## config.mk

```make
export PLATFORM = sky130hd
export DESIGN_NAME = rbus_vo_flip_ctrl_flat
export DESIGN_NICKNAME = d
export VERILOG_FILES = /design/src/rtl/rbus_vo_flip_ctrl_if.sv /design/src/rtl/rbus_vo_flip_ctrl.sv /design/src/flat_wrapper.sv
export SDC_FILE = /design/constraint.sdc
export NUM_CORES = 1
export LEC_CHECK = 0
export CAP_MARGIN = 5
export CORE_MARGIN = 3
export CORE_UTILIZATION = 42
export CTS_BUF_LIST = sky130_fd_sc_hd__clkbuf_8
export DETAILED_ROUTE_END_ITERATION = 16
export PLACE_DENSITY = 0.83
export SETUP_SLACK_MARGIN = 0.05
export SYNTH_ARGS = -nofsm -noshare
export SYNTH_HDL_FRONTEND = slang
export SYNTH_SLANG_ARGS = --single-unit
```

## constraint.sdc

```tcl
create_clock -name clk -period 2.1 [get_ports clk]
set_input_delay 0.42 -clock clk [delete_from_list [all_inputs] [get_ports clk]]
set_output_delay 0.42 -clock clk [all_outputs]
set_load 0.005 [all_outputs]
```

## src/rtl/rbus_vo_flip_ctrl_if.sv

```systemverilog
// Ring-bus event port used by the video-out flip sequencer.
// The master drives the strobe, command, destination and argument; the slave returns the acknowledge.
interface rbus_vo_flip_ctrl_if;
  logic        eve_stb;
  logic [7:0]  eve_cmd;
  logic [7:0]  eve_dev;
  logic [39:0] eve_ptr;
  logic        eve_ack;

  modport master (output eve_stb, output eve_cmd, output eve_dev, output eve_ptr, input eve_ack);
  modport slave  (input eve_stb, input eve_cmd, input eve_dev, input eve_ptr, output eve_ack);
endinterface

```

## src/rtl/rbus_vo_flip_ctrl.sv

```systemverilog
// Video-out configuration and double-buffer page-flip sequencer.
// Issues the init event sequence on start, then alternates base-address events between two buffers.
module rbus_vo_flip_ctrl #(
  parameter logic [7:0]  EVE_DEV     = 8'h00,
  parameter logic [38:0] BUF0_ADDR   = 39'h000000000,
  parameter logic [38:0] BUF1_ADDR   = 39'h000100000,
  parameter logic [15:0] PH_WIDTH    = 16'd2048,
  parameter logic [15:0] LO_WIDTH    = 16'd480,
  parameter logic [15:0] LO_HEIGHT   = 16'd272,
  parameter logic [1:0]  MODE        = 2'b00,
  parameter logic        H_POL       = 1'b0,
  parameter logic        V_POL       = 1'b0,
  parameter logic [7:0]  ACK_TIMEOUT = 8'd255
) (
  input  logic                      clk,
  input  logic                      rst,
  input  logic                      soft_rst,
  input  logic                      start,
  input  logic                      flip_req,
  output logic                      flip_ack,
  output logic                      busy,
  output logic                      front_buf,
  output logic [38:0]               back_addr,
  output logic                      err,
  rbus_vo_flip_ctrl_if.master       eve
);

  typedef enum logic [2:0] {IDLE, INIT, READY, FLIP, ERR} state_t;

  state_t      state, state_d;
  logic        stb, stb_d;
  logic [7:0]  cmd, cmd_d;
  logic [39:0] ptr, ptr_d;
  logic [2:0]  step, step_d;
  logic [7:0]  cnt, cnt_d, cnt_inc;
  logic        pend, pend_d;
  logic        front_d, err_d, flip_ack_d, busy_d;
  logic        accept, timeout, restart;

  function automatic logic [7:0] init_cmd(input logic [2:0] s);
    case (s)
      3'd0:    return 8'h21;
      3'd1:    return 8'h22;
      3'd2:    return 8'h23;
      3'd3:    return 8'h24;
      3'd4:    return 8'h27;
      3'd5:    return 8'h28;
      3'd6:    return 8'h25;
      default: return 8'h20;
    endcase
  endfunction

  function automatic logic [39:0] init_ptr(input logic [2:0] s);
    case (s)
      3'd0:    return {24'd0, PH_WIDTH};
      3'd1:    return {24'd0, LO_WIDTH};
      3'd2:    return {24'd0, LO_HEIGHT};
      3'd3:    return {38'd0, MODE};
      3'd4:    return {39'd0, H_POL};
      3'd5:    return {39'd0, V_POL};
      3'd6:    return 40'd0;
      default: return {1'b0, BUF0_ADDR};
    endcase
  endfunction

  assign back_addr   = front_buf ? BUF0_ADDR : BUF1_ADDR;
  assign eve.eve_stb = stb;
  assign eve.eve_cmd = cmd;
  assign eve.eve_ptr = ptr;
  assign eve.eve_dev = EVE_DEV;

  always_comb begin
    state_d    = state;
    stb_d      = stb;
    cmd_d      = cmd;
    ptr_d      = ptr;
    step_d     = step;
    cnt_d      = cnt;
    pend_d     = pend;
    front_d    = front_buf;
    err_d      = err;
    flip_ack_d = 1'b0;
    restart    = 1'b0;
    cnt_inc    = cnt + 8'd1;
    accept     = stb & eve.eve_ack;
    timeout    = stb & ~eve.eve_ack & (cnt_inc == ACK_TIMEOUT);

    if (flip_req && (state != IDLE) && (state != ERR)) pend_d = 1'b1;
    if (stb && !eve.eve_ack) cnt_d = cnt_inc;
    if (accept) cnt_d = 8'd0;

    // A strobe left waiting too long is abandoned; only start or reset leaves ERR.
    if (timeout) begin
      stb_d   = 1'b0;
      err_d   = 1'b1;
      cnt_d   = 8'd0;
      state_d = ERR;
    end else begin
      case (state)
        IDLE: begin
          if (start) begin
            state_d = INIT;
            step_d  = 3'd0;
          end
        end
        INIT: begin
          if (accept) begin
            stb_d = 1'b0;
            if (step == 3'd7) begin
              state_d = READY;
              front_d = 1'b0;
            end else begin
              step_d = step + 3'd1;
            end
          end else if (!stb) begin
            stb_d = 1'b1;
            cmd_d = init_cmd(step);
            ptr_d = init_ptr(step);
          end
        end
        READY: begin
          if (start) restart = 1'b1;
          else if (pend) state_d = FLIP;
        end
        FLIP: begin
          if (accept) begin
            stb_d      = 1'b0;
            front_d    = ~front_buf;
            flip_ack_d = 1'b1;
            pend_d     = flip_req;
            state_d    = READY;
          end else if (!stb) begin
            stb_d = 1'b1;
            cmd_d = 8'h20;
            ptr_d = {1'b0, back_addr};
          end
        end
        ERR: begin
          if (start) restart = 1'b1;
        end
        default: state_d = IDLE;
      endcase
    end

    if (restart) begin
      state_d = INIT;
      step_d  = 3'd0;
      err_d   = 1'b0;
      pend_d  = 1'b0;
      front_d = 1'b0;
    end

    busy_d = (state_d == IDLE) || (state_d == INIT) || (state_d == ERR);
  end

  always_ff @(posedge clk) begin
    if (rst || soft_rst) begin
      state     <= IDLE;
      stb       <= 1'b0;
      cmd       <= 8'd0;
      ptr       <= 40'd0;
      step      <= 3'd0;
      cnt       <= 8'd0;
      pend      <= 1'b0;
      front_buf <= 1'b0;
      err       <= 1'b0;
      flip_ack  <= 1'b0;
      busy      <= 1'b1;
    end else begin
      state     <= state_d;
      stb       <= stb_d;
      cmd       <= cmd_d;
      ptr       <= ptr_d;
      step      <= step_d;
      cnt       <= cnt_d;
      pend      <= pend_d;
      front_buf <= front_d;
      err       <= err_d;
      flip_ack  <= flip_ack_d;
      busy      <= busy_d;
    end
  end

endmodule

```

## src/flat_wrapper.sv

```systemverilog
// flat-port wrapper written by rule: the top's interface ports become plain ports
module rbus_vo_flip_ctrl_flat 
#(
  parameter logic [7:0]  EVE_DEV     = 8'h00,
  parameter logic [38:0] BUF0_ADDR   = 39'h000000000,
  parameter logic [38:0] BUF1_ADDR   = 39'h000100000,
  parameter logic [15:0] PH_WIDTH    = 16'd2048,
  parameter logic [15:0] LO_WIDTH    = 16'd480,
  parameter logic [15:0] LO_HEIGHT   = 16'd272,
  parameter logic [1:0]  MODE        = 2'b00,
  parameter logic        H_POL       = 1'b0,
  parameter logic        V_POL       = 1'b0,
  parameter logic [7:0]  ACK_TIMEOUT = 8'd255
)
  (clk, rst, soft_rst, start, flip_req, flip_ack, busy, front_buf, back_addr, err, eve_eve_stb, eve_eve_cmd, eve_eve_dev, eve_eve_ptr, eve_eve_ack);
  rbus_vo_flip_ctrl_if eve_i ();
  input  logic clk;
  input  logic rst;
  input  logic soft_rst;
  input  logic start;
  input  logic flip_req;
  output logic flip_ack;
  output logic busy;
  output logic front_buf;
  output logic [38:0] back_addr;
  output logic err;
  output wire logic [$bits(eve_i.eve_stb)-1:0] eve_eve_stb;
  output wire logic [$bits(eve_i.eve_cmd)-1:0] eve_eve_cmd;
  output wire logic [$bits(eve_i.eve_dev)-1:0] eve_eve_dev;
  output wire logic [$bits(eve_i.eve_ptr)-1:0] eve_eve_ptr;
  input wire logic [$bits(eve_i.eve_ack)-1:0] eve_eve_ack;
  assign eve_eve_stb = eve_i.eve_stb;
  assign eve_eve_cmd = eve_i.eve_cmd;
  assign eve_eve_dev = eve_i.eve_dev;
  assign eve_eve_ptr = eve_i.eve_ptr;
  assign eve_i.eve_ack = eve_eve_ack;
  rbus_vo_flip_ctrl #(.EVE_DEV(EVE_DEV), .BUF0_ADDR(BUF0_ADDR), .BUF1_ADDR(BUF1_ADDR), .PH_WIDTH(PH_WIDTH), .LO_WIDTH(LO_WIDTH), .LO_HEIGHT(LO_HEIGHT), .MODE(MODE), .H_POL(H_POL), .V_POL(V_POL), .ACK_TIMEOUT(ACK_TIMEOUT)) u_core (.clk(clk), .rst(rst), .soft_rst(soft_rst), .start(start), .flip_req(flip_req), .flip_ack(flip_ack), .busy(busy), .front_buf(front_buf), .back_addr(back_addr), .err(err), .eve(eve_i));
endmodule
```

### After elaboration in Yosys (flattened, before gate mapping)

Index checks and enable logic that the tools add are counted.

* add/subtract/negate cells: 2
* equal/unequal tests: 24
* multiplexer cells: 39
* bitwise gates (word level): 7
* reductions and logical operators: 22

Operators by type and width (count)
* $mux 40: 4
* $pmux 40 s2: 1
* $pmux 12 s3: 1
* $mux 3: 11
* $mux 8: 4
* $pmux 4 s7: 1
* $mux 21: 1
* $eq 3x3->1 const B: 6
* $pmux 8 s2: 1
* $pmux 3 s5: 1
* $eq 3x2->1 const B: 4
* $mux 1: 12
* $ne 2x2->1 const B: 6
* $reduce_and 5->1: 2
* $eq 3x1->1 const B: 3
* $logic_not 3->1: 3
* $add 8x1->8 const B: 1
* $eq 8x8->1 const B: 1
* $reduce_or 2->1: 4
* $ne 2x1->1 const B: 3
* $pmux 3 s2: 1
* $reduce_and 6->1: 1
* $reduce_or 3->1: 2
* $not 1->1: 4
* other kinds (9): 16

* bits in registers: 68
* input port bits: 6
* output and inout bits: 100
* logic and storage cells: 105

### Depth between registers and ports, before layout

* depth in word-level cells: 9
* mapped depth: 7
* gate-level depth less buffers: 7

### Least setup slack after synthesis

No wires, ideal clock.

* path kind: register to register
* start point: reg u_core.cnt[1]
* end point: reg u_core.busy
* library setup time: 0.134 ns
* arrival: 1.664 ns
* data required time: 1.966 ns
* path slack: 0.302 ns
* stages on the path, launching flop included: 7
* buffers on the path: 0
* period minus slack after synthesis: 1.798 ns
* path through: dfxtp_1 -> ha_1 -> nand3_1 -> xor2_1 -> a211o_1 -> o21ai_2 -> or4_1

* longest elaborated chain between the ends: 8
* elaborated cells between the ends (all ways): 11
* those cells by class: add/sub: 1; eq/ne: 3; mux: 3; bitwise: 1; reduce/logical: 3

Ends and longest elaborated chain
* start, declared: line rbus_vo_flip_ctrl.sv:35 `logic [7:0] cnt, cnt_d, cnt_inc;`
* start signal, assigned: line rbus_vo_flip_ctrl.sv:175 `cnt <= cnt_d;`
* $add 8x1->8 (*): line rbus_vo_flip_ctrl.sv:84 `cnt_inc = cnt + 8'd1;`
* $eq 8x8->1 (*): line rbus_vo_flip_ctrl.sv:86 `timeout = stb & ~eve.eve_ack & (cnt_inc == ACK_TIMEOUT);`
* $and 1x1->1 (*): line rbus_vo_flip_ctrl.sv:86
* $mux 3 / $mux 1 (equally long branches): line rbus_vo_flip_ctrl.sv:93 `if (timeout) begin`
* $mux 3 (*): line rbus_vo_flip_ctrl.sv:145 `if (restart) begin`
* $eq 3x1->1 / $logic_not 3->1 (equally long branches): line rbus_vo_flip_ctrl.sv:153 `busy_d = (state_d == IDLE) || (state_d == INIT) || (state_d == ERR);`
* $logic_or 1x1->1: line rbus_vo_flip_ctrl.sv:153
* $logic_or 1x1->1 (*): line rbus_vo_flip_ctrl.sv:153
* end signal, assigned: line rbus_vo_flip_ctrl.sv:180 `busy <= busy_d;`
* end, declared: line rbus_vo_flip_ctrl.sv:21 `output logic busy,`

Every way passes the cells marked *; elsewhere a longest branch is shown, timed or not.
A chain may end at the register's enable or synchronous reset.

### Worst setup path in the final report

* start point: reg u_core.cnt[0]
* end point: reg u_core.pend

* longest elaborated chain between the ends: 5
* elaborated cells between the ends (all ways): 6
* those cells by class: add/sub: 1; eq/ne: 1; mux: 2; bitwise: 1; reduce/logical: 1

Ends and longest elaborated chain
* $add 8x1->8 (*): line rbus_vo_flip_ctrl.sv:84
* $eq 8x8->1 (*): line rbus_vo_flip_ctrl.sv:86
* $and 1x1->1 (*): line rbus_vo_flip_ctrl.sv:86
* $mux 1: line rbus_vo_flip_ctrl.sv:93
* $reduce_or 2->1 (no source line)
* end signal, assigned: line rbus_vo_flip_ctrl.sv:176 `pend <= pend_d;`
* end, declared: line rbus_vo_flip_ctrl.sv:36 `logic pend, pend_d;`

Marked as above.

==> Implementation_results.wiki <==
{| class="wikitable"
! Metric !! Value
|-
| Status || complete, no violations
|-
| Highest Clock Rate || between 500 and 600 MHz
|-
| WL final || ~4000 um
|-
| Number of antenna cells inserted || 0
|-
| Normalized max-slew margin || 0.570
|-
| Static Leak || approximately 0.96 nW
|-
| Critical Setup Path Class || flip-flop to flip-flop
|-
| Crit path max fanout || 5
|-
| Data required, critical path || about 2300 ps
|-
| Setup repair after global routing missed its margin || yes
|-
| GRT met2 Usage || 0.232
|-
| Startpoint of the worst setup timing path || u_core.cnt[0]
|-
| Clock insertion delay at the later pin of the skew report || roughly 280 ps
|-
| R2r worst-path depth || 6
|-
| Die boundary width || 77.1 um
|-
| Fillcell total || 460
|-
| Initial Util || 0.441
|-
| Peak supply drop || approximately 180 uV
|-
| Fraction of layout cells with a size suffix above 1 || 0.0853
|-
| Input/output buffers || 23
|-
| Max-Cap Viols || 0
|-
| Transition time at the pin with the least slew margin || about 640 ps
|-
| Gr busiest metal || met2
|-
| Average vias per placed instance || 4.47
|-
| Core footprint || about 4800 um2
|-
| Arrival @ worst endpoint || ~2100 ps
|-
| Internal reg-to-reg setup slack || approximately 170 ps
|-
| Worst clock skew || about 9.4 ps
|-
| Destination of the critical timing path || u_core.pend
|-
| Reg-to-Reg Start || u_core.cnt[0]
|-
| DR vias || roughly 1.6k
|-
| Total iterations of the first detailed-routing run || 4
|-
| Number of placement rows || 25
|-
| Drt initial violations || 87
|-
| Largest buffer count on any clock path || 2
|-
| Power Density || around 510 nW/um2
|-
| Antenna violations before repair || 0
|-
| Worst flop-to-flop path endpoint || u_core.pend
|-
| Area overhead of the layout relative to synthesis || 5.24%
|-
| Total grt overflow || 0
|-
| Ys flop type || dfxtp_1
|-
| EDFF count, synth || 0
|-
| Number of gates given a new drive strength after cts || 0
|-
| Met3 capacity usage during global routing || 0.0411
|-
| Top cell type by total area after synthesis || buf_4
|-
| Final number of hold-violating endpoints || 0
|-
| Synthesized cell area || between 2000 and 2500 um2
|-
| Number of cells produced by synthesis || approximately 270
|-
| Met1 capacity usage during global routing || 0.145
|-
| Nets || 306
|-
| Area taken by flip-flops and latches || 602 um2
|-
| Finish-stage setup viols || 0
|-
| Residual DRC || 0
|-
| Number of global-route vias before repair || around 1.4k
|-
| Number of nets still failing antenna checks after routing || 0
|-
| Area taken by multi-input logic gates || roughly 1100 um2
|-
| CP startpoint kind || flip-flop
|-
| Final max-slew violation count || 0
|-
| Async set or reset register ratio after synthesis || 0
|-
| Clock-pin transition on the worst setup and hold timing paths || roughly 60 ps
|-
| Sinks on the clock net || 30
|-
| Final Total Pwr || roughly 1.1 mW
|-
| Num ports || between 100 and 150
|-
| Mean routed wirelength per cell || about 11 um
|-
| Sequential-to-total area share from yosys stat || 0.283
|-
| Register bit total from synthesis || 30
|-
| Cell area after layout || approximately 2200 um2
|-
| Post-route clock period utilization || 0.917
|-
| Quantity of hold-fixing buffers added after cts || 0
|-
| Largest net degree at the start of global routing || 17
|-
| Weighted congestion at the end of routability-driven global placement || between 0.8 and 0.9
|-
| Root cell of the clock tree || clkbuf_8
|-
| Warnings from Yosys || 0
|-
| Critical Path Sink Type || flip-flop
|-
| Buffers inserted by post-CTS timing repair || 0
|-
| Tot GR Track Use || 0.132
|-
| First-pass GRT wire length || 6380 um
|-
| HPWL after DPL || between 3000 and 4000 um
|-
| Post-route minimum period || a little under 2000 ps
|-
| Post-place instance area || roughly 2100 um2
|-
| Path category of the worst min-delay check || flip-flop to flip-flop
|-
| Synth Area per Inst || 7.99 um2
|-
| Area fraction of the dominant cell type after synthesis || 0.297
|-
| Final design utilization || 0.464
|-
| H-tree depth || 2
|-
| Die Ht || ~77 um
|-
| Clock buffers created by TritonCTS || 5
|-
| TritonCTS clock tree || done
|-
| Ranking of synthesized cells by area || buf_4, dfxtp_1, nor2_1
|-
| Yosys cell types || 47
|-
| Full die area || between 5000 and 6000 um2
|}
[synthesized netlist by cell type (2+ instances only)]
| library cell | n |
|---|---|
| buf_4 | 84 |
| dfxtp_1 | 30 |
| nor2_1 | 27 |
| a21oi_1 | 17 |
| nand2_1 | 13 |
| inv_1 | 9 |
| clkbuf_1 | 8 |
| ha_1 | 8 |
| nand3_1 | 6 |
| o21ai_0 | 6 |
| xor2_1 | 5 |
| nor3_1 | 4 |
| nand4_1 | 3 |
| nor2b_1 | 3 |
| a211oi_1 | 2 |
| a22oi_1 | 2 |
| a31oi_1 | 2 |
| and2_1 | 2 |
| and3_1 | 2 |
| nor4_1 | 2 |
| o21a_1 | 2 |
| o22ai_1 | 2 |
| or4_1 | 2 |
| xnor2_1 | 2 |
[cells by family (layout without fill, tap and decap cells)]
logic type | count (synthesis) | count (layout) | synth area share
compound gates | 42 | 42 | 0.128
flops | 30 | 30 | 0.283
simple gates | 74 | 74 | 0.176
other cells | 1 | 82 | 0.00177
mux | 1 | 1 | 0.00471
buf+inv | 103 | 49 | 0.331
xor+xnor | 7 | 7 | 0.0289
fa+ha+maj | 8 | 8 | 0.0471
[power breakdown]
part,switching (mW),total (mW),internal [mW]
Combinational,0.0673,0.0968,0.0295
Sequential,0.00600,0.579,0.573
Clock,0.205,0.464,0.259
[worst max-delay path, cell delays in order (launching register included)]
cell      delay [ps]
dfxtp_1          360
buf_4            150
nand4_2          110
or3_1            360
a211o_1          360
or2_4            270
a211oi_1         220
[final cells by class]
type / count / share of cell area
flip-flops and latches: 30 / 0.269
repair buffers: 32 / 0.133
well taps: 67 / 0.0375
multi-input cells: 214 / 0.504
clock inverters: 2 / 0.00392
inverters: 9 / 0.0151
clock buffers: 6 / 0.0369
[placed cells by master (no fill, tap or decap), types with 2 or more instances in the layout]
master / n
a211oi_1: 2
a21oi_1: 17
a22oi_1: 2
a31oi_1: 2
and2_1: 2
and3_1: 2
buf_4: 9
clkbuf_8: 6
clkdlybuf4s50_1: 23
conb_1: 82
dfxtp_1: 29
ha_1: 7
inv_1: 10
nand2_1: 13
nand3_1: 6
nand4_1: 3
nor2_1: 27
nor2b_1: 3
nor3_1: 4
nor4_1: 2
o21a_1: 2
o21ai_0: 6
o22ai_1: 2
or4_1: 2
xnor2_1: 2
xor2_1: 5
[registers in the layout (all words and copies together), names as in the netlist, 3 cells and up]
| register | cells |
|---|---|
| u_core.state | 3 |
| u_core.step | 3 |
| u_core.eve.eve_cmd | 5 |
| u_core.cnt | 8 |
| u_core.eve.eve_ptr | 5 |
[metrics by stage]
step                TNS [ps]  setup WS [ps]  std cells  hold slack, ps
finish                     0            174        360             454
global placement           0           47.2        352             445
CTS                        0           65.4        360             451
detailed placement     -2.00          -2.00        352             443
floorplan                  0            302        347             448
global route               0           45.9        360             467
[worst min-delay path by stage]
stage          slack [ps]                   from  cells after the start               endpoint
2_1_floorplan         450  u_core.eve.eve_ptr[4]                      2  u_core.eve.eve_ptr[4]
6_report              450  u_core.eve.eve_ptr[4]                      2  u_core.eve.eve_ptr[4]
4_1_cts               450  u_core.eve.eve_ptr[4]                      2  u_core.eve.eve_ptr[4]
3_3_place_gp          440  u_core.eve.eve_cmd[3]                      2  u_core.eve.eve_cmd[3]
3_5_place_dp          440  u_core.eve.eve_ptr[4]                      2  u_core.eve.eve_ptr[4]
5_1_grt               470  u_core.eve.eve_ptr[4]                      2  u_core.eve.eve_ptr[4]
[per-layer routing]
metal | up-vias | routed length [um] | part of all wire
met3 | 5 | 375 | 0.094
li1 | 771 | - | -
met5 | - | 0 | 0
met1 | 751 | 1550 | 0.39
met2 | 83 | 2010 | 0.50
met4 | 0 | 66 | 0.016
(Power assumes the default switching activity.)
